<file path="config.mk">
export PLATFORM = sky130hd
export DESIGN_NAME = alarm_set_controller
export DESIGN_NICKNAME = d
export VERILOG_FILES = /design/src/rtl/alarm_pkg.sv /design/src/rtl/bcd_hhmm_inc.sv /design/src/rtl/alarm_set_controller.sv
export SDC_FILE = /design/constraint.sdc
export NUM_CORES = 1
export LEC_CHECK = 0
export ABC_AREA = 1
export BUFFER_PORTS_ARGS = -buffer_cell sky130_fd_sc_hd__clkbuf_2
export CORE_AREA = 2 2 125 127
export DETAILED_ROUTE_END_ITERATION = 6
export DIE_AREA = 0 0 127 129
export GPL_ROUTABILITY_DRIVEN = 0
export GPL_TIMING_DRIVEN = 1
export SYNTH_ARGS = -nofsm -noshare
export SYNTH_HDL_FRONTEND = slang
export SYNTH_HIERARCHICAL = 1
export SYNTH_SLANG_ARGS = --single-unit
</file>
<file path="constraint.sdc">
create_clock -name clock -period 4.62 [get_ports clock]
set_input_delay 0.693 -clock clock [delete_from_list [all_inputs] [get_ports clock]]
set_output_delay 0.693 -clock clock [all_outputs]
set_load 0.01 [all_outputs]
</file>
<file path="src/rtl/alarm_pkg.sv">
// rtl/alarm_pkg.sv - shared states, BCD digit types, HH:MM limits and incrementer modes for the alarm setter
package alarm_pkg;

  typedef enum logic [2:0] {
    S_RUN    = 3'd0,
    S_T_HOUR = 3'd1,
    S_T_MIN  = 3'd2,
    S_A_HOUR = 3'd3,
    S_A_MIN  = 3'd4,
    S_LOAD_T = 3'd5,
    S_LOAD_A = 3'd6,
    S_STOP   = 3'd7
  } state_e;

  typedef logic [1:0] bcd2_t;
  typedef logic [3:0] bcd4_t;

  typedef struct packed {
    bcd2_t h1;
    bcd4_t h0;
    bcd4_t m1;
    bcd4_t m0;
  } hhmm_t;

  typedef enum logic [1:0] {
    INC_HOUR  = 2'd0,
    INC_MIN   = 2'd1,
    INC_MIN_N = 2'd2
  } inc_mode_e;

  localparam int unsigned HOUR_MAX = 23;
  localparam int unsigned MIN_MAX  = 59;

endpackage

</file>
<file path="src/rtl/bcd_hhmm_inc.sv">
// rtl/bcd_hhmm_inc.sv - combinational HH:MM BCD incrementer: hour+1, minute+1 (no carry), minute+N (with carry)
module bcd_hhmm_inc
  import alarm_pkg::*;
#(
  parameter int unsigned N = 5
) (
  input  hhmm_t     val_i,
  input  inc_mode_e mode_i,
  output hhmm_t     val_o
);

  logic [4:0] hour_bin;
  logic [4:0] hour_wrap;
  logic [4:0] hour_nxt;
  logic [5:0] min_bin;
  logic [5:0] min_nxt;
  logic [6:0] min_sum;

  always_comb begin
    hour_bin  = 5'(val_i.h1) * 5'd10 + 5'(val_i.h0);
    min_bin   = 6'(val_i.m1) * 6'd10 + 6'(val_i.m0);
    hour_wrap = (hour_bin >= 5'(HOUR_MAX)) ? 5'd0 : hour_bin + 5'd1;
    min_sum   = 7'(min_bin) + 7'(N);
    hour_nxt  = hour_bin;
    min_nxt   = min_bin;
    unique case (mode_i)
      INC_HOUR: hour_nxt = hour_wrap;
      INC_MIN:  min_nxt  = (min_bin >= 6'(MIN_MAX)) ? 6'd0 : min_bin + 6'd1;
      INC_MIN_N: begin
        // Snooze may cross the hour (and midnight), unlike manual minute editing.
        if (min_sum > 7'(MIN_MAX)) begin
          min_nxt  = 6'(min_sum - 7'd60);
          hour_nxt = hour_wrap;
        end else begin
          min_nxt  = 6'(min_sum);
        end
      end
      default: ;
    endcase
    val_o.h1 = 2'(hour_nxt / 5'd10);
    val_o.h0 = 4'(hour_nxt % 5'd10);
    val_o.m1 = 4'(min_nxt / 6'd10);
    val_o.m0 = 4'(min_nxt % 6'd10);
  end

endmodule

</file>
<file path="src/rtl/alarm_set_controller.sv">
// rtl/alarm_set_controller.sv - button-driven time/alarm setter for an alarm clock; snooze built with ALARM_SNOOZE_EN
module alarm_set_controller
  import alarm_pkg::*;
#(
  parameter int unsigned LOAD_CYCLES = 12,
  parameter int unsigned SNOOZE_MIN  = 5
) (
  input  logic       clock,
  input  logic       reset,
  input  logic       btn_mode,
  input  logic       btn_confirm,
  input  logic       btn_inc,
  input  logic       alarm_active,
  output logic [1:0] hour_in1,
  output logic [3:0] hour_in0,
  output logic [3:0] minute_in1,
  output logic [3:0] minute_in0,
  output logic       load_time,
  output logic       load_alarm,
  output logic       STOP_alarm,
  output logic       Alarm_ON,
  output logic [2:0] mode_state
);

  localparam int unsigned CNT_W = (LOAD_CYCLES > 1) ? $clog2(LOAD_CYCLES) : 1;

  state_e     state_q, state_d;
  hhmm_t      time_q, time_d;
  hhmm_t      alarm_q, alarm_d;
  hhmm_t      digits_q, digits_d;
  logic       alarm_on_q, alarm_on_d;
  logic       snooze_q, snooze_d;
  logic [CNT_W-1:0] cnt_q, cnt_d;
  logic       load_time_q, load_alarm_q, stop_q;
  logic [2:0] mode_state_q;

  logic       mode_p, conf_p, inc_p;
  hhmm_t      inc_src, inc_val;
  inc_mode_e  inc_mode;

  assign mode_p = btn_mode;
  assign conf_p = btn_confirm & ~btn_mode;
  assign inc_p  = btn_inc & ~btn_mode & ~btn_confirm;

  always_comb begin
    inc_src  = time_q;
    inc_mode = INC_MIN_N;
    unique case (state_q)
      S_T_HOUR: inc_mode = INC_HOUR;
      S_T_MIN:  inc_mode = INC_MIN;
      S_A_HOUR: begin inc_src = alarm_q; inc_mode = INC_HOUR; end
      S_A_MIN:  begin inc_src = alarm_q; inc_mode = INC_MIN;  end
      S_RUN:    inc_src = alarm_q;
      default: ;
    endcase
  end

  bcd_hhmm_inc #(.N(SNOOZE_MIN)) u_inc (
    .val_i  (inc_src),
    .mode_i (inc_mode),
    .val_o  (inc_val)
  );

  always_comb begin
    state_d    = state_q;
    time_d     = time_q;
    alarm_d    = alarm_q;
    alarm_on_d = alarm_on_q;
    snooze_d   = snooze_q;
    cnt_d      = cnt_q;
    unique case (state_q)
      S_RUN: begin
        if (mode_p) begin
          state_d = S_T_HOUR;
        end else if (alarm_active && (conf_p || inc_p)) begin
          state_d  = S_STOP;
          cnt_d    = '0;
          snooze_d = 1'b0;
`ifdef ALARM_SNOOZE_EN
          if (inc_p) begin
            alarm_d  = inc_val;
            snooze_d = 1'b1;
          end
`endif
        end else if (conf_p) begin
          alarm_on_d = ~alarm_on_q;
        end
      end
      S_T_HOUR, S_T_MIN: begin
        if (mode_p) begin
          state_d = (state_q == S_T_HOUR) ? S_T_MIN : S_A_HOUR;
        end else if (conf_p) begin
          state_d = S_LOAD_T;
          cnt_d   = '0;
        end else if (inc_p) begin
          time_d = inc_val;
        end
      end
      S_A_HOUR, S_A_MIN: begin
        if (mode_p) begin
          state_d = (state_q == S_A_HOUR) ? S_A_MIN : S_RUN;
        end else if (conf_p) begin
          state_d = S_LOAD_A;
          cnt_d   = '0;
        end else if (inc_p) begin
          alarm_d = inc_val;
        end
      end
      default: begin
        // Strobe states ignore every button until the hold count expires.
        if (cnt_q == CNT_W'(LOAD_CYCLES - 1)) begin
          state_d  = S_RUN;
          snooze_d = 1'b0;
        end else begin
          cnt_d = cnt_q + 1'b1;
        end
      end
    endcase
  end

  always_comb begin
    digits_d = time_d;
    if (state_d == S_A_HOUR || state_d == S_A_MIN || state_d == S_LOAD_A ||
        (state_d == S_STOP && snooze_d)) begin
      digits_d = alarm_d;
    end
  end

  always_ff @(posedge clock) begin
    if (!reset) begin
      state_q      <= S_RUN;
      time_q       <= '0;
      alarm_q      <= '0;
      digits_q     <= '0;
      alarm_on_q   <= 1'b0;
      snooze_q     <= 1'b0;
      cnt_q        <= '0;
      load_time_q  <= 1'b0;
      load_alarm_q <= 1'b0;
      stop_q       <= 1'b0;
      mode_state_q <= S_RUN;
    end else begin
      state_q      <= state_d;
      time_q       <= time_d;
      alarm_q      <= alarm_d;
      digits_q     <= digits_d;
      alarm_on_q   <= alarm_on_d;
      snooze_q     <= snooze_d;
      cnt_q        <= cnt_d;
      load_time_q  <= (state_d == S_LOAD_T);
      load_alarm_q <= (state_d == S_LOAD_A) || (state_d == S_STOP && snooze_d);
      stop_q       <= (state_d == S_STOP);
      mode_state_q <= state_d;
    end
  end

  assign hour_in1   = digits_q.h1;
  assign hour_in0   = digits_q.h0;
  assign minute_in1 = digits_q.m1;
  assign minute_in0 = digits_q.m0;
  assign load_time  = load_time_q;
  assign load_alarm = load_alarm_q;
  assign STOP_alarm = stop_q;
  assign Alarm_ON   = alarm_on_q;
  assign mode_state = mode_state_q;

endmodule

</file>
### Word level (Yosys, flattened, before mapping)

Cells that the tools add are included.

* add/sub/neg operators: 7
* $mul: 2
* div/mod/pow operators: 4
* order comparisons: 3
* equal/unequal tests: 17
* muxes and demuxes: 37
* bitwise gates (word level): 7
* reductions and logical operators: 17

Operators with widths (number)
* 2-to-1 mux 14 bit: 10
* 2-to-1 mux 3 bit: 8
* 2-to-1 mux 4 bit: 5
* == test 3 bit (second input constant): 5
* 2-to-1 mux 6 bit: 2
* one-hot mux 6 bit (2 select lines): 1
* 2-to-1 mux 5 bit: 2
* one-hot mux 5 bit (2 select lines): 1
* == test 3 x 2 -> 1 bit (second input constant): 3
* one-hot mux 3 bit (3 select lines): 1
* one-hot mux 4 bit (2 select lines): 1
* OR reduction 2 bit: 4
* adder 6 x 3 -> 7 bit (second input constant): 1
* greater-than comparator 7 x 6 -> 1 bit (second input constant): 1
* adder 6 x 1 -> 6 bit (second input constant): 1
* adder 6 x 4 -> 6 bit: 1
* divider 6 x 4 -> 6 bit (second input constant): 1
* >= comparator 6 bit (second input constant): 1
* modulo 6 x 4 -> 6 bit (second input constant): 1
* inequality test 2 bit (second input constant): 3
* subtractor 6 bit (second input constant): 1
* adder 5 x 1 -> 5 bit (second input constant): 1
* adder 5 x 4 -> 5 bit: 1
* divider 5 x 4 -> 5 bit (second input constant): 1
* 24 further kinds: 37

* flip-flop bits (word level): 54
* input bits: 6
* output and inout bits: 21
* logic and storage cells: 113

### Logic depth before layout (Yosys ltp)

Gate-level depths: netlist of run 1.

* depth in word-level cells: 15
* gate-level depth with buffers: 45
* gate-level depth less buffers: 43

### By module

The synthesis of run 1 kept the hierarchy.

Modules (own cells, without submodules)
* alarm_set_controller: instances 1, cells each 380, area each 2663.8 um^2, sequential area each 1081.0 um^2
* bcd_hhmm_inc: instances 1, cells each 298, area each 1776.7 um^2, sequential area each 0.0 um^2

### Worst setup path after synthesis of run 1

No wires, ideal clock.

* kind: reg2reg
* from: register, netlist name mode_state[2]
* to: register digits_q, in the netlist minute_in0[3]
* setup time: 0.115 ns
* arrival: 4.959 ns
* data required time: 4.505 ns
* path slack: -0.454 ns
* cell stages (with the launch flop): 40
* buffers on the path: 2
* period minus slack after synthesis: 5.074 ns
* cell sequence: dfxtp_1 > buf_4 > inv_2 > nand3_2 > nand2_1 > clkbuf_1 > a21oi_1 > ha_1 > fa_1 > nor2_1 > inv_2 > nand2_1 > inv_1 > ha_1 > nand2_1 > nor2_1 > nand2_2 > nand3_1 > [... 4 more ...] > inv_2 > ha_1 > nand2_1 > nand4_2 > nand2_4 > nand2_4 > nand2_1 > nand2_1 > inv_1 > ha_1 > nand3b_1 > nand2_1 > nand2_1 > nand2_1 > o21ai_0 > nand3_1 > nand2_1 > nor2_1

RTL lines
* end signal: assignment: line alarm_set_controller.sv:146 `digits_q <= digits_d;`
* end: declaration: line alarm_set_controller.sv:30 `hhmm_t digits_q, digits_d;`

==> results of run 1 <==
==> cell type report <==
type                            instances  area [sq um]  share of cell area [%]
Clock buffer                            7           153                    2.47
Clock inverter                          1          8.76                   0.142
Inverter                              100           394                    6.37
Multi-Input combinational cell        504          3380                    54.7
Sequential cell                        54          1090                    17.6
Tap cell                              188           235                    3.80
Timing Repair Buffer                  126           923                    14.9
==> routing by layer <==
| metal | vias up | wire [microns] |
|---|---|---|
| li1 | 2386 | - |
| met1 | 2049 | 5740 |
| met2 | 88 | 5780 |
| met3 | 8 | 389 |
| met4 | 0 | 133 |
| met5 | - | 0 |
==> final timing paths <==
| check | endpoint | startpoint | slack (ns) |
|---|---|---|---|
| setup / recovery | minute_in0[3]$_SDFF_PN0_ | mode_state[0]$_SDFF_PN0_ | -0.08 |
| setup reg to reg | minute_in0[3]$_SDFF_PN0_ | mode_state[0]$_SDFF_PN0_ | -0.08 |
| hold reg to reg | cnt_q[0]$_SDFFE_PN0P_ | cnt_q[0]$_SDFFE_PN0P_ | 0.50 |
| hold / removal | cnt_q[0]$_SDFFE_PN0P_ | cnt_q[0]$_SDFFE_PN0P_ | 0.50 |
==> state kept, by name (all words and copies together) (netlist names) <==
register	count
Alarm_ON	1
snooze_q	1
minute_in0	4
load_time	1
alarm_q	14
STOP_alarm	1
hour_in1	2
minute_in1	4
cnt_q	4
load_alarm	1
hour_in0	4
time_q	14
mode_state	3
==> worst reg2reg max path, delay by kind of cell, from the launching register on <==
kind                       cells  cell delay (ns)
and+or+nand+nor               25             2.21
adders and majority gates      4             1.10
AOI/OAI and AO/OA              4             0.59
DFF                            1             0.39
buffers and inverters          5             0.38
==> kinds of logic (layout without fill, tap and decap cells) <==
kind of cell | after synthesis | count (layout)
AOI/OAI and AO/OA | 98 | 98
xor gates and xnor gates | 10 | 10
adders and majority gates | 28 | 28
buffers and inverters | 121 | 234
DFF | 54 | 54
other | 1 | 1
and+or+nand+nor | 366 | 367
==> what timing repair did <==
item / 4_1_cts / 5_1_grt
setup endpoints to repair: 22 / 25
hold buffers: 0 / 0
buffers inserted: 21 / 10
cloned: 1 / 0
endpoints found under the hold margin: 0 / 0
pin swaps: 38 / 53
gates resized for setup: 57 / 64
==> cell usage after synthesis, drive strengths merged, types with 3 or more instances <==
library cell	n	area, sq um
nand2	179	792
inv	97	367
nor2	94	383
nand3	74	450
dfxtp	54	1080
a21oi	38	224
o21ai	38	198
ha	26	325
buf	14	106
o21a	12	90.1
clkbuf	7	26.3
nand4	6	73.8
xor2	6	60.1
or2	5	31.3
nor3	4	20.0
xnor2	4	35.0
clkinv	3	12.5
==> stage by stage <==
step	instance area (sq um)	utilization [%]	setup WS, ns
2_1_floorplan	4540	-	0.00903
6_report	6190	41.3	-0.0843
4_1_cts	5840	39.0	0.00227
3_5_place_dp	5280	35.2	-0.335
3_3_place_gp	5280	35.2	-0.249
5_1_grt	6190	41.3	-0.382
==> impl_metrics.toml, run 1 <==
[logic_synthesis]
synth_compound_area_share_pct = 13.6
synth_warnings = 6
synth_area_sq_um = 4440
postSynthCellCount = 678
synth-seq-area-share_pct = 24.3
yosys-mux-area-fraction_pct = 0
async_reset_ff_share_pct = 0
synthAdderAreaFrac_pct = 8.23
synth_simple_gate_area_share_pct = 40.1
syn_nets = 712
avgSynthCellArea_sq_um = 6.55
synth_cell_types = 47
ys.flop_type = "dfxtp_1"
synth_seq_cells = 54
synth_xor_area_share_pct = 2.14
synth_top_family_by_area = "simple AND/OR/NAND/NOR gates"
synth-edff-count = 0

[clock_tree]
worstSkewPairLatency_ns = 0.30
cts.root.buffer_cell = "clkbuf_16"
htree_levels = 2
tritoncts = "done"
cts_buffers = 5
clock-sinks = 54
clk_pin_slew_ns = 0.07
clock_tree.buffer_depth = 2

[run_status]
status = "complete, but fails checks"
violations = "setup timing"

[placed_design]
dpl.hpwl_microns = 8530
portBuffers = 26
numPlacedInstances = 941

[sta]
fmax_mhz = 213
holdWs_ns = 0.500
max_slew_margin_pct = 50.4
fin_skew_ns = 0.00592
min_period_over_period_pct = 102
drv_slew = 0
rsz0062_at_grt = "true"
worst_slew_pin_slew_ns = 0.743
final.setup.tns_ns = -0.315
setup_violations = 9
fin_crit_ns = 4.70
hold_viol = 0
worst_slack_ns = -0.0843

[die]
die_area_sq_um = 16400
start_util_pct = 29.6
die_x_microns = 127
rows = 45
fp.dieH_microns = 129
coreArea_sq_um = 15000
io_pins = 27

[setup_path]
path_depth = 38
cp-end-kind = "flip-flop"
timing.critical_path.mode_cell = "nand2_4"
required_ns = 4.86
crit_arrival_ns = 4.94
crit_family = "simple AND/OR/NAND/NOR gates"
max_stage_delay_ns = 0.51
critical_path_buf_inv_count = 5
start_kind = "flip-flop"
crit_fanout = 7
worst_path_max_delay_cell = "fa_2"
ff2ff_path_depth = 38
critical_path_class = "flip-flop to flip-flop"

[route]
wl_per_cell_microns = 12.3
ant_nets = 0
drtIter0Drc = 220
vias_per_cell = 4.62
vias = 4531
routed_wl_microns = 12000
drt_pass1_iterations = 5
drc = 0

[global_route]
grt_busiest_layer = "met2"
antenna_found_initial = 0
grt_overflow_total = 0
use_met1_pct = 20.5
use_met3_pct = 1.41
grt_max_degree = 29
use_met2_pct = 26.1
grt_pass1_wl_microns = 20400
track_usage_pct = 15.0
first_global_vias = 4317

[finish]
stdcell_count = 980
layout.cells.most_common = "nand2_1"
drive_above_1_share_pct = 38.4
nFillCells = 1539
layout_common_cells = "nand2_1, buf_4, inv_1"
diodes = 0
fin_nets = 825
synthToLayoutAreaGrowth_pct = 39.3

[hold_path]
whs_path_depth = 2
hold_class = "flip-flop to flip-flop"

[flow_run]
cap_violations = 0
Power of run 1 is not shown: default switching activity piles up to over one toggle a cycle in this logic, so the estimate is an artifact.
==> inputs of run 2 (changes only) <==
ABC_AREA = default   (was 1)
ABC_CLOCK_PERIOD_IN_PS = 4620   (was default)
CORE_AREA = 2 2 121 123   (was 2 2 125 127)
DIE_AREA = 0 0 123 125   (was 0 0 127 129)
SETUP_SLACK_MARGIN = 0.3   (was default)
==> impl_metrics.toml, run 2 <==
[logic_synthesis]
synth.area.top_cells = "dfxtp_1, ha_1, mux2_2"
avgSynthCellArea_sq_um = 8.63
synth_warnings = 6
yosysTopAreaCell = "dfxtp_1"
synth_area_sq_um = 4180
synth_common_cells = "nand2_1, dfxtp_1, nor2_1"
synth-seq-area-share_pct = 25.9
synth-edff-count = 0
yosysTopAreaCellShare_pct = 25.9
postSynthCellCount = 484
synth_cell_types = 76
yosys.cell_count.top_type = "nand2_1"
async_reset_ff_share_pct = 0
synth_seq_cells = 54
ys.flop_type = "dfxtp_1"
syn_nets = 518

[pwr]
p_per_area_nw_per_um2 = 332
vdd_drop_max_v = 0.000308
power.leakage_nw = 2.67

[setup_path]
crit_arrival_ns = 5.97
required_ns = 4.86
start_kind = "flip-flop"
cp-end-kind = "flip-flop"
crit_fanout = 6
critical_path_class = "flip-flop to flip-flop"

[finish]
fin_nets = 644
diodes = 0
top_regs = "alarm_q: 14 flops, time_q: 14 flops"
drive_above_1_share_pct = 42.7
stdcell_count = 795
layout.cells.most_common = "buf_4"
nFillCells = 1406
layout_common_cells = "buf_4, dfxtp_1, nand2_1"
synthToLayoutAreaGrowth_pct = 40.1

[sta]
rsz0062_at_grt = "true"
fmax_mhz = 175
setup_violations = 28
drv_slew = 0
min_period_over_period_pct = 124
worst_slack_ns = -1.10
fin_skew_ns = 0.00402
worst_slew_pin_slew_ns = 1.22
hold_viol = 0
fin_crit_ns = 5.72
max_slew_margin_pct = 18.0

[clock_tree]
cts.root.buffer_cell = "clkbuf_16"
htree_levels = 2
ctsHoldBuffers = 0
clock_tree.buffer_depth = 2
tritoncts = "done"
clock-sinks = 54
cts_buffers = 5
worstSkewPairLatency_ns = 0.29
clk_pin_slew_ns = 0.06

[global_route]
grt_max_degree = 38
use_met2_pct = 25.5
grt_pass1_wl_microns = 18600
antenna_found_initial = 0
use_met1_pct = 19.1
use_met3_pct = 1.46
track_usage_pct = 14.6
grt_busiest_layer = "met2"
grt_overflow_total = 0
first_global_vias = 4030

[route]
ant_nets = 0
drt_pass1_iterations = 5
wl_per_cell_microns = 14.0
vias_per_cell = 4.97
routed_wl_microns = 11100
vias = 3948
drtIter0Drc = 168
drc = 0

[hold_path]
hold_class = "flip-flop to flip-flop"

[placed_design]
numPlacedInstances = 768
portBuffers = 26
place_ws_ns = -1.27
dpl.hpwl_microns = 8340

[die]
die_area_sq_um = 15400
io_pins = 27
coreArea_sq_um = 14200
start_util_pct = 29.4
fp.dieH_microns = 125
rows = 44
die_x_microns = 123

[run_status]
status = "complete, but fails checks"
violations = "setup timing"

[flow_run]
cap_violations = 0
[run 2: cell types whose count changed after synthesis, sizes merged, moves of 8 or more]
| cell | previous run | this run |
|---|---|---|
| o21a | 12 | 4 |
| nand3 | 74 | 24 |
| mux2i | 0 | 23 |
| nand2 | 179 | 55 |
| inv | 97 | 22 |
| nor2 | 94 | 31 |
| xnor2 | 4 | 13 |
| a21oi | 38 | 18 |
| mux2 | 0 | 32 |
| o21ai | 38 | 17 |
| a21boi | 0 | 18 |
| nor2b | 0 | 21 |
[run 2: per-layer routing]
| layer | part of all wire (%) | wire, microns |
|---|---|---|
| met1 | 46 | 5090 |
| met2 | 50 | 5540 |
| met3 | 3.0 | 335 |
| met5 | 0 | 0 |
| met4 | 1.1 | 124 |
[run 2: what timing repair did]
item / in CTS / in global routing
endpoints found under the setup margin: 32 / 33
pin swaps: 17 / 18
gates resized for setup: 39 / 26
buffers inserted: 7 / 12
[run 2: worst paths after layout]
check	cells after the start	end	slack, ns	startpoint
worst max register to register	27	minute_in0[2]$_SDFF_PN0_	-1.10	mode_state[0]$_SDFF_PN0_
worst min register to register	2	time_q[12]$_SDFF_PN0_	0.48	time_q[12]$_SDFF_PN0_
worst max-delay path	27	minute_in0[2]$_SDFF_PN0_	-1.10	mode_state[0]$_SDFF_PN0_
worst min-delay path	2	time_q[12]$_SDFF_PN0_	0.48	time_q[12]$_SDFF_PN0_
[run 2: metrics by stage]
step	utilization (%)	power (mW)	hold slack (ns)	setup TNS [ns]	instance area, sq um
final	41.2	1.94	0.476	-19.72	5850
after CTS	39.7	1.92	0.476	-17.24	5640
after floorplan	-	1.15	0.444	-23.27	4300
after global placement	37.0	1.48	0.456	-19.15	5260
after global routing	41.2	2.05	0.492	-26.71	5850
after detailed placement	37.0	1.49	0.466	-22.10	5260
[run 2: final cells by class]
| class | count | area, sq um | share of cell area [%] |
|---|---|---|---|
| clock buffer | 7 | 143 | 2.44 |
| clock inverter | 1 | 5.00 | 0.0856 |
| inverter | 23 | 88.8 | 1.52 |
| multi-input combinational | 383 | 3260 | 55.8 |
| sequential | 54 | 1080 | 18.5 |
| tap | 184 | 230 | 3.94 |
| timing repair buffer | 143 | 1030 | 17.7 |
[run 2: power by group]
| group | switching [mW] | internal [mW] | total [mW] | leakage (nW) |
|---|---|---|---|---|
| combinational | 0.587 | 0.488 | 1.08 | 2.16 |
| sequential | 0.0110 | 0.483 | 0.494 | 0.436 |
| clock | 0.158 | 0.215 | 0.373 | 0.0739 |
| total | 0.756 | 1.19 | 1.94 | 2.67 |
[run 2: cell families (layout without fill, tap and decap cells)]
family,Yosys count,after routing,synth area share [%]
simple gates,170,170,20.2
compound gates,109,109,20.4
mux,55,55,15.1
flops,54,54,25.9
buf+inv,47,174,4.94
fa+ha+maj,28,28,8.75
xor+xnor,20,20,4.56
other cells,1,1,0.0898
[run 2: worst max-delay path, cell delays in order (launching register included)]
cell	delay, ns
dfxtp_2	0.33
or2_4	0.26
nand2_4	0.11
mux2_4	0.34
ha_4	0.17
fa_2	0.58
a21oi_4	0.06
xnor2_2	0.19
ha_2	0.20
nand2_2	0.05
a31o_4	0.21
o2111ai_4	0.07
mux2i_1	0.25
o221ai_2	0.17
inv_2	0.10
nor2_2	0.05
a21oi_2	0.12
ha_2	0.20
nand2_2	0.05
o21a_1	0.18
a31o_4	0.25
a211o_1	0.28
o221a_1	0.28
or3_4	0.42
a22oi_2	0.23
nand3_1	0.12
a21boi_1	0.23
mux2_4	0.16
No activity file was read; power rests on OpenSTA's default activity.
==> inputs of run 3 (changes only) <==
ABC_AREA = 1   (was default)
ABC_CLOCK_PERIOD_IN_PS = 6200   (was 4620)
CORE_AREA = 2 2 109 111   (was 2 2 121 123)
DIE_AREA = 0 0 111 113   (was 0 0 123 125)
clock period = 6.2 ns   (was 4.62 ns; I/O delays follow)
==> impl_metrics.toml, run 3 (same netlist as run 1, synthesis figures left out) <==
[run_status]
status = "finished, final reports clean"

[global_route]
track_usage_pct = 17.4
grt_max_degree = 29
first_global_vias = 3823
grt_overflow_total = 0
antenna_found_initial = 0
grt_pass1_wl_microns = 18200

[die]
io_pins = 27
die_x_microns = 111
rows = 39
coreArea_sq_um = 11300
start_util_pct = 39.4
die_area_sq_um = 12500
fp.dieH_microns = 113

[clock_tree]
clock-sinks = 54
clk_pin_slew_ns = 0.07
cts_buffers = 5
tritoncts = "done"
clock_tree.buffer_depth = 2
cts-resized-gates = 0
worstSkewPairLatency_ns = 0.29
ctsHoldBuffers = 0
cts.root.buffer_cell = "clkbuf_16"
htree_levels = 2
post_cts_buffers = 0

[finish]
diodes = 0
layout_common_cells = "nand2_1, nor2_1, inv_1"
layout.cells.most_common = "nand2_1"
nFillCells = 1173
fin_nets = 726
top_regs = "alarm_q: 14 flops, time_q: 14 flops"
synthToLayoutAreaGrowth_pct = 9.41
drive_above_1_share_pct = 18.6

[setup_path]
worst_path_max_delay_cell = "fa_2"
max_stage_delay_ns = 0.63
r2r-start = "mode_state[1]$_SDFF_PN0_"
r2r_end = "minute_in0[2]$_SDFF_PN0_"
setup.worst_path.end = "minute_in0[2]$_SDFF_PN0_"
crit_start = "mode_state[1]$_SDFF_PN0_"
r2r_setup_slack_ns = 0.81
start_kind = "flip-flop"
cp-end-kind = "flip-flop"
crit_arrival_ns = 5.61
critical_path_class = "flip-flop to flip-flop"
timing.critical_path.mode_cell = "nand2_1"
required_ns = 6.42
crit_fanout = 13
ff2ff_path_depth = 40

[route]
vias = 4149
drtIter0Drc = 238
wl_per_cell_microns = 12.8
vias_per_cell = 4.96
ant_nets = 0
routed_wl_microns = 10700
drt_pass1_iterations = 5
drc = 0

[flow_run]
cap_violations = 0

[sta]
hold_viol = 0
min_period_over_period_pct = 87.0
fin_crit_ns = 5.39
drv_slew = 0
final.setup.tns_ns = 0
fmax_mhz = 185
rsz0062_at_grt = "false"
max_slew_margin_pct = 54.5
worst_slew_pin_slew_ns = 0.681
setup_violations = 0
fin_skew_ns = 0.00722

[hold_path]
whs_path_depth = 2
hold_class = "flip-flop to flip-flop"

[placed_design]
portBuffers = 26
dpl.hpwl_microns = 8280
## run 3: changes by cell type in the layout (fill, tap and decap cells not counted), sizes merged, moves of 8 or more
cell	before	now
a21boi	18	0
a21oi	18	38
buf	117	2
inv	22	97
mux2	32	0
mux2i	23	0
nand2	55	179
nand3	24	74
nor2	31	94
nor2b	21	0
o21a	4	12
o21ai	17	38
xnor2	13	4
## run 3: cell type report
cell class                 instances  area (sq um)  share of cell area, %
sequential                        54          1080                   22.3
clock inverter                     2          60.1                   1.24
multi-input combinational        503          2870                   59.1
timing repair buffer              28           145                   2.99
clock buffer                       6           139                   2.86
tap                              143           179                   3.68
inverter                         100           379                   7.80
## run 3: worst min path at each step
stage	from	end	slack, ns
floorplan	time_q[13]$_SDFF_PN0_	time_q[13]$_SDFF_PN0_	0.47
global placement	cnt_q[0]$_SDFFE_PN0P_	cnt_q[0]$_SDFFE_PN0P_	0.48
detailed placement	cnt_q[0]$_SDFFE_PN0P_	cnt_q[0]$_SDFFE_PN0P_	0.51
CTS	cnt_q[0]$_SDFFE_PN0P_	cnt_q[0]$_SDFFE_PN0P_	0.52
global route	cnt_q[0]$_SDFFE_PN0P_	cnt_q[0]$_SDFFE_PN0P_	0.55
finish	cnt_q[0]$_SDFFE_PN0P_	cnt_q[0]$_SDFFE_PN0P_	0.52
## run 3: metrics by stage
stage | instances | worst slack [ns] | utilization (%) | instance area, sq um | hold slack [ns]
2_1_floorplan | 678 | 1.13 | - | 4440 | 0.467
3_3_place_gp | 828 | 0.588 | 41.1 | 4630 | 0.482
3_5_place_dp | 828 | 0.472 | 41.1 | 4630 | 0.512
4_1_cts | 836 | 0.416 | 42.9 | 4830 | 0.522
5_1_grt | 836 | 0.311 | 43.1 | 4860 | 0.547
6_report | 836 | 0.809 | 43.1 | 4860 | 0.519
## run 3: worst max-delay path, delay by kind of cell (launching register included)
family,cells,cell delay (ns)
AOI/OAI and AO/OA,2,0.18
DFF,1,0.45
and+or+nand+nor,27,2.77
adders and majority gates,5,1.45
buffers and inverters,6,0.46
## run 3: metal layers
metal	vias to the layer above	wire length [microns]	GRT usage [%]	part of all wire [%]
li1	2189	-	-	-
met1	1850	5160	23.3	48
met2	97	4980	29.9	47
met3	13	399	2.09	3.7
met4	0	153	4.33	1.4
met5	-	0	0	0
Power of run 3 is left out for the same reason.
